--- config.mk ---
export PLATFORM = sky130hd
export DESIGN_NAME = frame_max_min_finder
export DESIGN_NICKNAME = d
export VERILOG_FILES = /design/src/rtl/cmp_pkg.sv /design/src/rtl/NCS_using_generate_TCS.sv /design/src/rtl/frame_max_min_finder.sv
export SDC_FILE = /design/constraint.sdc
export NUM_CORES = 1
export LEC_CHECK = 0
export CORE_ASPECT_RATIO = 1.2
export CORE_MARGIN = 2
export CORE_UTILIZATION = 49
export CTS_CLUSTER_DIAMETER = 200
export DETAILED_ROUTE_END_ITERATION = 8
export PLACE_DENSITY_LB_ADDON = 0.08
export SYNTH_ARGS = -nofsm -noshare
export SYNTH_HDL_FRONTEND = slang
export SYNTH_SLANG_ARGS = --single-unit
--- constraint.sdc ---
create_clock -name clk -period 2.9 [get_ports clk]
set_input_delay 0.58 -clock clk [delete_from_list [all_inputs] [get_ports clk]]
set_output_delay 0.58 -clock clk [all_outputs]
set_load 0.01 [all_outputs]
--- src/rtl/cmp_pkg.sv ---
// Shared definitions for the frame extremum tracker.
//   fmf_state_t : frame FSM states (IDLE, RUN, DONE)
//   fmf_iw()    : index width needed to address positions 0..L-1
package cmp_pkg;

  typedef enum logic [1:0] {
    IDLE = 2'd0,
    RUN  = 2'd1,
    DONE = 2'd2
  } fmf_state_t;

  function automatic int unsigned fmf_iw(input int unsigned l);
    return (l <= 2) ? 1 : $clog2(l);
  endfunction

endpackage

--- src/rtl/NCS_using_generate_TCS.sv ---
// Unsigned N-bit magnitude comparator built from 2-bit slices.
//   a, b : operands (N must be even)
//   gt   : a > b
//   eq   : a == b
module NCS_using_generate_TCS #(
  parameter int unsigned N = 8
) (
  input  logic [N-1:0] a,
  input  logic [N-1:0] b,
  output logic         gt,
  output logic         eq
);

  localparam int unsigned NS = N / 2;

  logic [NS-1:0] slice_gt;
  logic [NS-1:0] slice_eq;

  for (genvar i = 0; i < NS; i++) begin : g_slice
    logic [1:0] sa;
    logic [1:0] sb;
    assign sa          = a[2*i +: 2];
    assign sb          = b[2*i +: 2];
    assign slice_gt[i] = (sa[1] & ~sb[1]) | (~(sa[1] ^ sb[1]) & sa[0] & ~sb[0]);
    assign slice_eq[i] = (sa == sb);
  end

  // The most significant unequal slice decides; scan from the top while
  // all higher slices are still equal.
  always_comb begin
    gt = 1'b0;
    eq = 1'b1;
    for (int unsigned k = 0; k < NS; k++) begin
      if (eq) begin
        gt = slice_gt[NS-1-k];
        eq = slice_eq[NS-1-k];
      end
    end
  end

endmodule

--- src/rtl/frame_max_min_finder.sv ---
// Streaming max/min tracker over a frame of L unsigned S-bit samples.
//   clk, rst_n       : clock, asynchronous active-low reset
//   start            : begin a new frame (honoured only when idle)
//   in_valid/in_data : sample handshake input, in_ready when accepting
//   busy             : frame in progress
//   done             : one-cycle pulse once results are final
//   max_val/max_idx  : largest sample and its (earliest) frame position
//   min_val/min_idx  : smallest sample and its (earliest) frame position
module frame_max_min_finder
  import cmp_pkg::*;
#(
  parameter  int unsigned S  = 8,
  parameter  int unsigned L  = 16,
  localparam int unsigned IW = fmf_iw(L)
) (
  input  logic          clk,
  input  logic          rst_n,
  input  logic          start,
  input  logic          in_valid,
  input  logic [S-1:0]  in_data,
  output logic          in_ready,
  output logic          busy,
  output logic          done,
  output logic [S-1:0]  max_val,
  output logic [IW-1:0] max_idx,
  output logic [S-1:0]  min_val,
  output logic [IW-1:0] min_idx
);

  localparam logic [IW-1:0] LAST = IW'(L - 1);

  fmf_state_t    state;
  logic [IW-1:0] cnt;
  logic          max_gt;
  logic          unused_max_eq;
  logic          min_gt;
  logic          min_eq;

  NCS_using_generate_TCS #(.N(S)) u_cmp_max (
    .a  (in_data),
    .b  (max_val),
    .gt (max_gt),
    .eq (unused_max_eq)
  );

  NCS_using_generate_TCS #(.N(S)) u_cmp_min (
    .a  (in_data),
    .b  (min_val),
    .gt (min_gt),
    .eq (min_eq)
  );

  assign in_ready = (state == RUN);
  assign busy     = (state == RUN);
  assign done     = (state == DONE);

  always_ff @(posedge clk or negedge rst_n) begin
    if (!rst_n) begin
      state   <= IDLE;
      cnt     <= '0;
      max_val <= '0;
      max_idx <= '0;
      min_val <= '0;
      min_idx <= '0;
    end else begin
      case (state)
        IDLE: begin
          if (start) begin
            state <= RUN;
            cnt   <= '0;
          end
        end
        RUN: begin
          if (in_valid) begin
            if (cnt == '0) begin
              max_val <= in_data;
              max_idx <= '0;
              min_val <= in_data;
              min_idx <= '0;
            end else begin
              // Strict compares so ties keep the earliest index.
              if (max_gt) begin
                max_val <= in_data;
                max_idx <= cnt;
              end
              if (!min_gt && !min_eq) begin
                min_val <= in_data;
                min_idx <= cnt;
              end
            end
            // cnt parks at L-1 on the last sample so it cannot wrap.
            if (cnt == LAST) begin
              state <= DONE;
            end else begin
              cnt <= cnt + IW'(1);
            end
          end
        end
        DONE:    state <= IDLE;
        default: state <= IDLE;
      endcase
    end
  end

endmodule

==> impl_metrics.env, run 1 <==
export IMPL_status="complete, no violations"
export IMPL_swShare_pct=35.1
export IMPL_finalCritPeriodShare_pct=91.9
export IMPL_cts_root_buf="clkbuf_8"
export IMPL_r2r_start="max_val[3]"
export IMPL_rows=23
export IMPL_synth_distinct_cells=35
export IMPL_min_to="min_idx[3]"
export IMPL_rsz0062_at_grt="false"
export IMPL_worstMarginPinSlew_ps=514
export IMPL_initial_core_util_pct=50.2
export IMPL_grt_total_usage_pct=19.8
export IMPL_die_area_um2=3840
export IMPL_portBuffers=38
export IMPL_r2r_end="max_idx[2]"
export IMPL_place_gp_congestion=0.738
export IMPL_p_leak_nw=1.05
export IMPL_grt_pass1_wl_mm=5.64
export IMPL_start_kind="input pin"
export IMPL_final_hold_viol_count=0
export IMPL_final_cell_mix="clkdlybuf4s50_1 (38), dfrtp_1 (30), inv_1 (14)"
export IMPL_fin_worst_skew_ps=5.65
export IMPL_ys_ff_latch=30
export IMPL_die_w_um=56.9
export IMPL_power_frac_comb_pct=52.5
export IMPL_post_synth_cell_area_avg_um2=11.6
export IMPL_rr_worst_depth=9
export IMPL_drive_above_1_share_pct=20.0
export IMPL_ios=39
export IMPL_yosys_top_cells_area="dfrtp_1 (46%), mux2_4 (9.1%), ha_1 (7.6%)"
export IMPL_areaGrowthSynthToFinish_pct=35.3
export IMPL_numCtsBuffers=5
export IMPL_rrSetupSlack_ps=570
export IMPL_h_tree_depth=2
export IMPL_routedWlPerCell_um=14.6
export IMPL_pwr_share_seq_pct=32.3
export IMPL_cts_tree="done"
export IMPL_hold_class="register to register"
export IMPL_worstHoldStart="min_idx[3]"
export IMPL_switchingPower_mw=0.806
export IMPL_fillerInstances=274
export IMPL_synth_seq_area_share_pct=45.6
export IMPL_syn_nets=164
export IMPL_maxCapViolCount=0
export IMPL_p_clk_share_pct=15.2
export IMPL_worstPathArrival_ps=2830
export IMPL_timing_fmax_ghz=0.375
export IMPL_hold_depth=1
export IMPL_p_int_mw=1.49
export IMPL_layout_nets=216
export IMPL_hold_buffers=0
export IMPL_ant_nets=0
export IMPL_yosysTopAreaCell="dfrtp_1"
export IMPL_core_area_um2=3280
export IMPL_crit_type="input pin to register"
export IMPL_path_max_fanout=4
export IMPL_die_h_um=67.5
export IMPL_cellPowerDensity_nw_per_um2=1030
export IMPL_drtIter0Drc=15
export IMPL_grt_max_degree=31
export IMPL_antenna_found_initial=0
export IMPL_final_common_cell="clkdlybuf4s50_1"
export IMPL_via_count=1253
export IMPL_irDropWorstVdd_uv=638
export IMPL_synth_top_cell_area_share_pct=45.6
export IMPL_synth_cells=142
export IMPL_final_area_um2=2230
export IMPL_hold_slack_ps=500
export IMPL_syn_area_um2=1650
export IMPL_cts_setup_buffers=0
export IMPL_final_setup_tns_ps=0
export IMPL_wirelength_mm=3.38
export IMPL_diodes=0
export IMPL_clk_latency_ps=280
export IMPL_viasPerCell=5.40
export IMPL_yosys_warnings=0
export IMPL_drc=0
export IMPL_grt_pass1_vias=1299
export IMPL_finalSetupViolCount=0
export IMPL_cts_repair_resized=0
export IMPL_place_area_um2=2130
export IMPL_final_max_slew_viol_count=0
export IMPL_clockBufferDepth=2
export IMPL_gr_total_overflow=0
export IMPL_firstDrtPassIters=4
export IMPL_slew_headroom_pct=65.6
export IMPL_critPathRequiredTime_ps=3070
export IMPL_cts_sinks=30
export IMPL_clk_pin_slew_ps=70
export IMPL_end_kind="register"
export IMPL_dp_final_hpwl_mm=2.57
export IMPL_fin_crit_ps=2660
## cell usage after synthesis, drive strengths merged
master	number
a2111oi	2
clkbuf	1
a211o	1
xor2	4
a21boi	1
nand2b	8
o311ai	1
nand2	5
dfrtp	30
nand4	3
xnor2	1
a221oi	1
nor3	1
buf	3
mux2	23
inv	14
a21bo	1
and2	2
a21oi	6
ha	10
and3b	1
nand3	2
nor2	6
o2111ai	1
nor3b	2
nand3b	1
o21ai	7
nor2b	2
o21bai	1
o31a	1
## sequential cells by signal, indices dropped and copies added, names as in the netlist
register  cells
min_idx       4
min_val       8
max_val       8
state         2
cnt           4
max_idx       4
## worst max-delay path by stage
stage | startpoint | slack, ps | depth (start not counted) | to
after floorplan | in_data[3] | 500 | 8 | max_idx[0]
after global placement | in_data[3] | -30 | 9 | max_val[2]
after detailed placement | in_data[3] | -90 | 9 | max_idx[2]
after CTS | in_data[3] | 220 | 9 | max_val[3]
after global routing | in_data[3] | 7 | 9 | max_val[5]
final | in_data[3] | 240 | 9 | max_idx[2]
## worst max-delay path, stage by stage
cell	delay, ps
clkdlybuf4s50_1	430
ha_1	310
nand2b_1	60
a2111oi_1	360
nor3_1	80
a2111oi_1	360
a211o_2	190
buf_4	150
mux2_4	300
## cell families (layout without fill, tap and decap cells)
family	Yosys count	after routing	synth area share, %
and+or+nand+nor	33	33	11.3
DFF	30	30	45.6
AOI/OAI and AO/OA	23	23	9.42
muxes	23	23	18.0
buffers and inverters	18	71	5.39
adders and majority gates	10	10	7.60
xor gates and xnor gates	5	5	2.66
## per-layer routing
layer | GRT usage, % | vias up | share of wire (%)
met5 | 0 | - | 0
met4 | 11.0 | 0 | 2.1
met3 | 6.32 | 9 | 4.8
met2 | 34.8 | 36 | 52
met1 | 21.2 | 609 | 41
li1 | - | 599 | -
## area by class of cell
| cell class | count | area, um^2 | area share [%] |
|---|---|---|---|
| Inverter | 14 | 52.6 | 2.36 |
| Timing Repair Buffer | 49 | 475 | 21.3 |
| Sequential cell | 30 | 751 | 33.7 |
| Tap cell | 37 | 46.3 | 2.08 |
| Multi-Input combinational cell | 94 | 807 | 36.2 |
| Clock inverter | 2 | 12.5 | 0.562 |
| Clock buffer | 6 | 82.6 | 3.71 |
## power groups by stage
stage | Combinational [mW] | Sequential [mW] | Clock (mW)
after floorplan | 0.643 | 0.786 | 0
after global placement | 1.18 | 0.735 | 0
after detailed placement | 1.21 | 0.748 | 0
after CTS | 1.22 | 0.743 | 0.363
after global routing | 1.33 | 0.767 | 0.377
final | 1.21 | 0.742 | 0.349
## stage by stage
step / power [mW] / std cells / setup slack (ps) / util (%)
detailed placement: 1.96 / 224 / -92.0 / 65.0
CTS: 2.32 / 232 / 224 / 67.9
floorplan: 1.43 / 142 / 497 / -
global route: 2.48 / 232 / 6.82 / 67.9
global placement: 1.92 / 224 / -26.0 / 65.0
finish: 2.30 / 232 / 236 / 67.9
(Power assumes the default switching activity.)
==> inputs of run 2 (changes only) <==
--- a/config.mk
+++ b/config.mk
@@ -10,6 +10,7 @@
 export CORE_UTILIZATION = 49
 export CTS_CLUSTER_DIAMETER = 200
 export DETAILED_ROUTE_END_ITERATION = 8
+export GPL_TIMING_DRIVEN = 0
 export PLACE_DENSITY_LB_ADDON = 0.08
 export SYNTH_ARGS = -nofsm -noshare
 export SYNTH_HDL_FRONTEND = slang
==> constraint.sdc (replaced) <==
create_clock -name clk -period 2.9 [get_ports clk]
set_input_delay 0.58 -clock clk [delete_from_list [all_inputs] [get_ports clk]]
set_output_delay 0.58 -clock clk [all_outputs]
set_load 0.05 [all_outputs]
==> run 2 against run 1 <==
Via count is 3.8% lower; sequential share of layout area is 1.1 points higher; critical path depth stayed put; worst hold slack worse by 180 ps; utilization is 2.1 points lower; maximum frequency is 3.6% lower; die area stayed put; clock skew hardly changed; flip-flop and latch count stayed put; design area is 3.0% lower; critical endpoint is now max_idx[1]; largest cell class unchanged; highest routed layer unchanged.
==> impl_metrics.env, run 2 (synthesis results as in run 1) <==
export IMPL_m1WireLength_mm=1.36
export IMPL_firstDrtPassIters=2
export IMPL_final_common_cell="clkdlybuf4s50_1"
export IMPL_place_area_um2=2070
export IMPL_timing_fmax_ghz=0.362
export IMPL_finalNonFillerCells=225
export IMPL_drc=0
export IMPL_numCtsBuffers=5
export IMPL_via_count=1205
export IMPL_finalCritPeriodShare_pct=95.3
export IMPL_viasPerCell=5.36
export IMPL_irDropWorstVdd_uv=854
export IMPL_wirelength_mm=3.29
export IMPL_crit_type="input pin to register"
export IMPL_antenna_found_initial=0
export IMPL_register_area_um2=751
export IMPL_die_w_um=56.9
export IMPL_cts_setup_buffers=0
export IMPL_end_kind="register"
export IMPL_status="complete, no violations"
export IMPL_critPathRequiredTime_ps=3070
export IMPL_diodes=0
export IMPL_h_tree_depth=2
export IMPL_dp_cells=217
export IMPL_clk_latency_ps=280
export IMPL_final_area_um2=2160
export IMPL_die_area_um2=3840
export IMPL_place_gp_congestion=0.735
export IMPL_ios=39
export IMPL_worstMarginPinSlew_ps=663
export IMPL_worstPathArrival_ps=2930
export IMPL_grt_max_degree=31
export IMPL_drive_above_1_share_pct=16.5
export IMPL_die_h_um=67.5
export IMPL_rsz0062_at_grt="false"
export IMPL_top_regs="max_val x8, min_val x8"
export IMPL_cellPowerDensity_nw_per_um2=1250
export IMPL_fin_worst_skew_ps=6.12
export IMPL_path_max_fanout=10
export IMPL_rows=23
export IMPL_cts_sinks=30
export IMPL_clk_pin_slew_ps=60
export IMPL_fin_total_pwr_mw=2.70
export IMPL_start_kind="input pin"
export IMPL_slew_headroom_pct=55.8
export IMPL_maxCapViolCount=0
export IMPL_finalSetupViolCount=0
export IMPL_drtIter0Drc=15
export IMPL_clockBufferDepth=2
export IMPL_layout_nets=209
export IMPL_hold_buffers=0
export IMPL_dp_final_hpwl_mm=2.44
export IMPL_core_area_um2=3280
export IMPL_cts_tree="done"
export IMPL_routedWlPerCell_um=14.6
export IMPL_fin_crit_ps=2760
export IMPL_areaGrowthSynthToFinish_pct=31.2
export IMPL_final_max_slew_viol_count=0
export IMPL_hold_class="input pin to asynchronous set/reset pin"
export IMPL_multi_input_area_um2=807
export IMPL_top_layer_used="met4"
export IMPL_hold_slack_ps=324
export IMPL_final_hold_viol_count=0
export IMPL_ant_nets=0
export IMPL_grt_pass1_vias=1242
export IMPL_cts_root_buf="clkbuf_8"
export IMPL_portBuffers=38
export IMPL_p_leak_nw=1.01
export IMPL_route_met2_wl_mm=1.72
export IMPL_grt_total_usage_pct=19.4
export IMPL_final_cell_mix="clkdlybuf4s50_1 (37), dfrtp_1 (30), inv_1 (14)"
export IMPL_initial_core_util_pct=50.2
export IMPL_fillerInstances=271
export IMPL_cts_repair_resized=0
export IMPL_grt_pass1_wl_mm=5.60
export IMPL_gr_total_overflow=0
export IMPL_final_setup_tns_ps=0
export IMPL_wl_met3_um=146
## run 2: cell types whose count changed in the layout (fill, tap and decap cells not counted), sizes merged
cell           delta
clkbuf            +2
clkdlybuf4s50     -1
buf               -7
clkinvlp          -1
## run 2: final timing paths
path	end	slack [ps]	cells after the start	startpoint
max in group asynchronous	min_val[6]	2140	1	rst_n
min	max_val[4]	320	1	rst_n
min reg2reg	min_idx[3]	500	1	min_idx[3]
min in group clk	min_idx[3]	500	1	min_idx[3]
max reg2reg	max_idx[1]	530	9	max_val[3]
max	max_idx[1]	140	9	in_data[3]
## run 2: layout make-up
cell class / instances / area share, %
sequential: 30 / 34.8
buffer: 4 / 1.68
timing repair buffer: 38 / 17.4
inverter: 14 / 2.43
clock inverter: 1 / 0.232
clock buffer: 7 / 4.00
multi-input combinational: 94 / 37.4
tap: 37 / 2.14
## run 2: worst max-delay path, stage by stage
cell and delay [ps]:
clkdlybuf4s50_1 480, ha_1 330, nand2b_1 60, a2111oi_1 350, nor3_1 80, a2111oi_1 380
a211o_2 210, buf_12 150, mux2_4 310
## run 2: power by group
| part | switching (mW) | total, mW | internal, mW |
|---|---|---|---|
| registers | 0.147 | 0.738 | 0.592 |
| logic | 0.950 | 1.61 | 0.665 |
| clock network | 0.156 | 0.347 | 0.191 |
## run 2: layer usage
layer / GRT usage [%] / vias up
li1: - / 590
met1: 22.2 / 584
met2: 33.3 / 24
met3: 6.13 / 7
met4: 8.72 / 0
met5: 0 / -
## run 2: through the flow
stage / utilization, % / worst slack, ps
final: 65.8 / 137
after global placement: 63.2 / -139
after global routing: 65.8 / 25.8
after detailed placement: 63.2 / -169
after floorplan: - / 349
after CTS: 66.0 / 123
==> inputs of run 3 (changes only) <==
--- a/config.mk
+++ b/config.mk
@@ -12,6 +12,7 @@
 export DETAILED_ROUTE_END_ITERATION = 8
 export GPL_TIMING_DRIVEN = 0
 export PLACE_DENSITY_LB_ADDON = 0.08
+export SKIP_CTS_REPAIR_TIMING = 1
 export SYNTH_ARGS = -nofsm -noshare
 export SYNTH_HDL_FRONTEND = slang
 export SYNTH_SLANG_ARGS = --single-unit
==> results of run 3 <==
No change in the layout: final DEF, timing and power equal those of run 2.
